`config.mk`:
```
export PLATFORM = sky130hd
export DESIGN_NAME = blake2_block_assembler
export DESIGN_NICKNAME = d
export VERILOG_FILES = /design/src/rtl/blake2_block_assembler.sv
export SDC_FILE = /design/constraint.sdc
export NUM_CORES = 2
export LEC_CHECK = 0
export ABC_CLOCK_PERIOD_IN_PS = 6600
export BUFFER_PORTS_ARGS = -buffer_cell sky130_fd_sc_hd__buf_2
export CORE_AREA = 2 2 433 435
export CTS_BUF_LIST = sky130_fd_sc_hd__clkbuf_4 sky130_fd_sc_hd__clkbuf_8
export CTS_CLUSTER_DIAMETER = 40
export CTS_CLUSTER_SIZE = 24
export DETAILED_ROUTE_END_ITERATION = 12
export DIE_AREA = 0 0 435 437
export MAX_ROUTING_LAYER = met4
export REMOVE_ABC_BUFFERS = 1
export SYNTH_ARGS = -nofsm -noshare
export SYNTH_HDL_FRONTEND = slang
export SYNTH_SLANG_ARGS = --single-unit
```
`constraint.sdc`:
```
create_clock -name clk -period 6.6 [get_ports clk]
set_clock_uncertainty 0.15 [all_clocks]
set_input_delay 0.33 -clock clk [delete_from_list [all_inputs] [get_ports clk]]
set_output_delay 0.33 -clock clk [all_outputs]
set_load 0.1 [all_outputs]
```
`src/rtl/blake2_block_assembler.sv`:
```
// Packs a byte stream into little-endian BLAKE2b message blocks.
// Each block carries its running byte count and a final-block flag.
module blake2_block_assembler #(
  parameter int BLOCK_BYTES = 128,
  parameter int CNT_W       = 64
) (
  input  logic                     clk,
  input  logic                     reset,
  input  logic                     in_valid,
  output logic                     in_ready,
  input  logic [7:0]               in_data,
  input  logic                     in_last,
  input  logic                     flush,
  output logic                     blk_valid,
  input  logic                     blk_ready,
  output logic [8*BLOCK_BYTES-1:0] blk_data,
  output logic [CNT_W-1:0]         blk_count,
  output logic                     blk_last
);

  localparam int PTR_W = $clog2(BLOCK_BYTES);

  typedef enum logic {
    FILL = 1'b0,
    HOLD = 1'b1
  } state_t;

  state_t           state;
  logic [PTR_W-1:0] ptr;
  logic [CNT_W-1:0] tot;

  assign in_ready  = (state == FILL) && !reset;
  assign blk_valid = (state == HOLD);

  // The buffer is zeroed after every handshake, so bytes past ptr are the padding.
  always_ff @(posedge clk) begin
    if (reset) begin
      state     <= FILL;
      ptr       <= '0;
      tot       <= '0;
      blk_data  <= '0;
      blk_count <= '0;
      blk_last  <= 1'b0;
    end else begin
      case (state)
        FILL: begin
          if (in_valid) begin
            blk_data[{ptr, 3'b000} +: 8] <= in_data;
            ptr <= ptr + PTR_W'(1);
            tot <= tot + CNT_W'(1);
            if ((ptr == PTR_W'(BLOCK_BYTES - 1)) || in_last || flush) begin
              state     <= HOLD;
              blk_count <= tot + CNT_W'(1);
              blk_last  <= in_last | flush;
            end
          end else if (flush) begin
            state     <= HOLD;
            blk_count <= tot;
            blk_last  <= 1'b1;
          end
        end
        HOLD: begin
          if (blk_ready) begin
            state    <= FILL;
            ptr      <= '0;
            blk_data <= '0;
            if (blk_last) begin
              tot <= '0;
            end
          end
        end
        default: state <= FILL;
      endcase
    end
  end

endmodule

```
==> flow_summary.ini <==
[finish]
final_util = 0.321
fillers = 19400
fin_cells = 8594
layout_commonest_cell = dfxtp_1
stdcell_area_um2 = 59400
area_delta_synth_final_pct = 27.0
layout_common_cells = dfxtp_1 (1160), buf_2 (1103), a21oi_1 (511)
drive_gt1_frac = 0.282
final_nets = 5954

[critical_path]
criticalPathCategory = reg -> reg
worstPathMaxFanout = 25
crit_chain = inv_1 -> ha_1 -> xnor2_2 -> nand2_1 -> a211oi_4 -> buf_4 -> nand3_1 -> a21oi_1 -> dlygate4sd3_1
crit_buf_inv = 3
worstRegToRegCells = 9
cp.depth = 9
worst_path_max_delay_cell = a211oi_4
endpoint_kind = flip-flop
start_kind = flip-flop
cp.arrival_ps = 5610
path_delay_family = buffers and inverters
cp_slowest_stage_delay_ps = 790
cp.required_ps = 7390

[power_and_ir_drop]
powerDensity_nw_per_um2 = 280
leakagePower_nw = 23.6
power_w = 0.0166
ir_worst_vdd_v = 0.000221

[sta]
drv_slew = 7
fin_crit_sh = 0.731
min_period_ps = 4820
finalHoldViolCount = 0
setup_violations = 0
worst_slew_pin_slew_ps = 1530
fmax_mhz = 207
rsz0062_at_grt = no
slew_headroom = -0.0264

[cts]
clk_latency_ps = 990
clkTransAtPathRegs_ps = 80
htree_levels = 4
cts_tree = built
root_buffer = clkbuf_8
clockBufferDepth = 3
cts_made_buffers = 188
post-cts-setup-buffers = 0
clock-sinks = 1161

[die]
design.die.area_um2 = 190000
row_count = 158
die_x_um = 435
ios = 1105
die_y_um = 437
core_um2 = 185000
start_util = 0.253

[routing]
wire_per_inst_um = 30.6
drc = 0
drt-vias-per-instance = 5.64
vias = 48500
drtIter0Drc = 5867
drt.antenna.violating_nets = 0
dr.pass1.iters = 6
wirelength_um = 263000

[yosys]
synth_cell_types = 83
synthArstFlopShare = 0
syn_inst = 5098
synth_area_um2 = 46800
ys.flop_type = dfxtp_1
synth-warning-count = 0
ys_ff_latch = 1161
ys_seq_area_frac = 0.497
syn_avg_cell_area_um2 = 9.17
synth_edf_count = 0

[status]
status = finished with violations
violations = max-capacitance violations, max-slew violations

[grt]
antenna_found_initial = 21
grt_overflow_total = 0
track_usage = 0.270
grt_pass1_wl_um = 359000
grt_pass1_vias = 45000
grt_max_degree = 187

[worst_hold_path]
hp-class = in -> reg
worst_hold_path.num_cells = 3

[placement]
hpwl_um = 184000
port_buffers = 1104
dp_cells = 8206
postPlaceCellArea_um2 = 54500
routabilityCongestion = 0.945

[run]
maxCapViolations = 1
state kept, by name, summed over array words and instances (netlist names):
register   count
blk_count     64
tot           64
blk_valid      1
ptr            7
blk_data    1024
blk_last       1
routing by layer:
layer  part of all wire  routed length [um]  vias up  global-route usage
li1                   -                   -    20800                   -
met5                  0                   0        -                   -
met2               0.45              118000     3020               0.407
met1               0.38              100000    24000               0.317
met3              0.099               26200      659              0.0764
met4              0.070               18400        0               0.168
stage by stage:
stage          setup WS, ps  hold slack [ps]  TNS [ps]
6_report               1780              222         0
2_1_floorplan         -6240              249  -3972420
3_3_place_gp           2080              291         0
5_1_grt                1590              172         0
4_1_cts                1920              120         0
3_5_place_dp           1970              291         0
synth_stat cells (all sizes together) (41+ instances only):
cell	number	area [um2]
a32o	73	731
a21oi	526	2660
a211oi	62	480
o2bb2ai	52	455
a22o	230	2010
nand4	217	1360
buf	134	607
dfxtp	1161	23200
nand3	340	1710
and3	41	257
clkbuf	466	1750
nand2	397	1490
nor3	58	387
a31oi	51	319
nor4	43	309
nor2	160	606
mux2i	179	1790
o211ai	446	3350
o21ai	121	606
where the power goes:
part | switching (W) | internal, W
combinational | 0.00157 | 0.000237
sequential | 0.0000507 | 0.00705
clock | 0.00367 | 0.00406
total | 0.00529 | 0.0113
worst paths after layout:
path	start	end	slack [ps]
min reg2reg	blk_data[260]	blk_data[260]	310
min	reset	blk_data[916]	220
max reg2reg	ptr[0]	blk_data[660]	1780
max	ptr[0]	blk_data[660]	1780
worst reg2reg max path, stage by stage, from the launching register on:
cell	delay [ps]
dfxtp_1	680
inv_1	200
ha_1	490
xnor2_2	620
nand2_1	580
a211oi_4	800
buf_4	450
nand3_1	140
a21oi_1	130
dlygate4sd3_1	560
final cells by class:
class / instances / area, um2 / area share
sequential: 1161 / 23200 / 0.391
multi-input combinational: 3313 / 21600 / 0.364
timing repair buffer: 1246 / 6700 / 0.113
tap: 2480 / 3100 / 0.0522
clock buffer: 217 / 2900 / 0.0488
clock inverter: 137 / 1730 / 0.0291
inverter: 24 / 91.3 / 0.00154
antenna: 16 / 40.0 / 0.000674
what timing repair did:
item,CTS,global route
endpoints found under the hold margin,257,0
gates resized for setup,0,0
hold buffers,17,0
cell families after synthesis:
kind of cell	after synthesis	share of synthesized area
flip-flops	1161	0.497
AO/OA/AOI/OAI	1680	0.249
adder cells (fa/ha/maj)	6	0.00161
XOR/XNOR	50	0.00937
AND/OR/NAND/NOR	1396	0.152
multiplexers	181	0.0388
buffers and inverters	624	0.0523
Power figures use the tool's default switching activity.
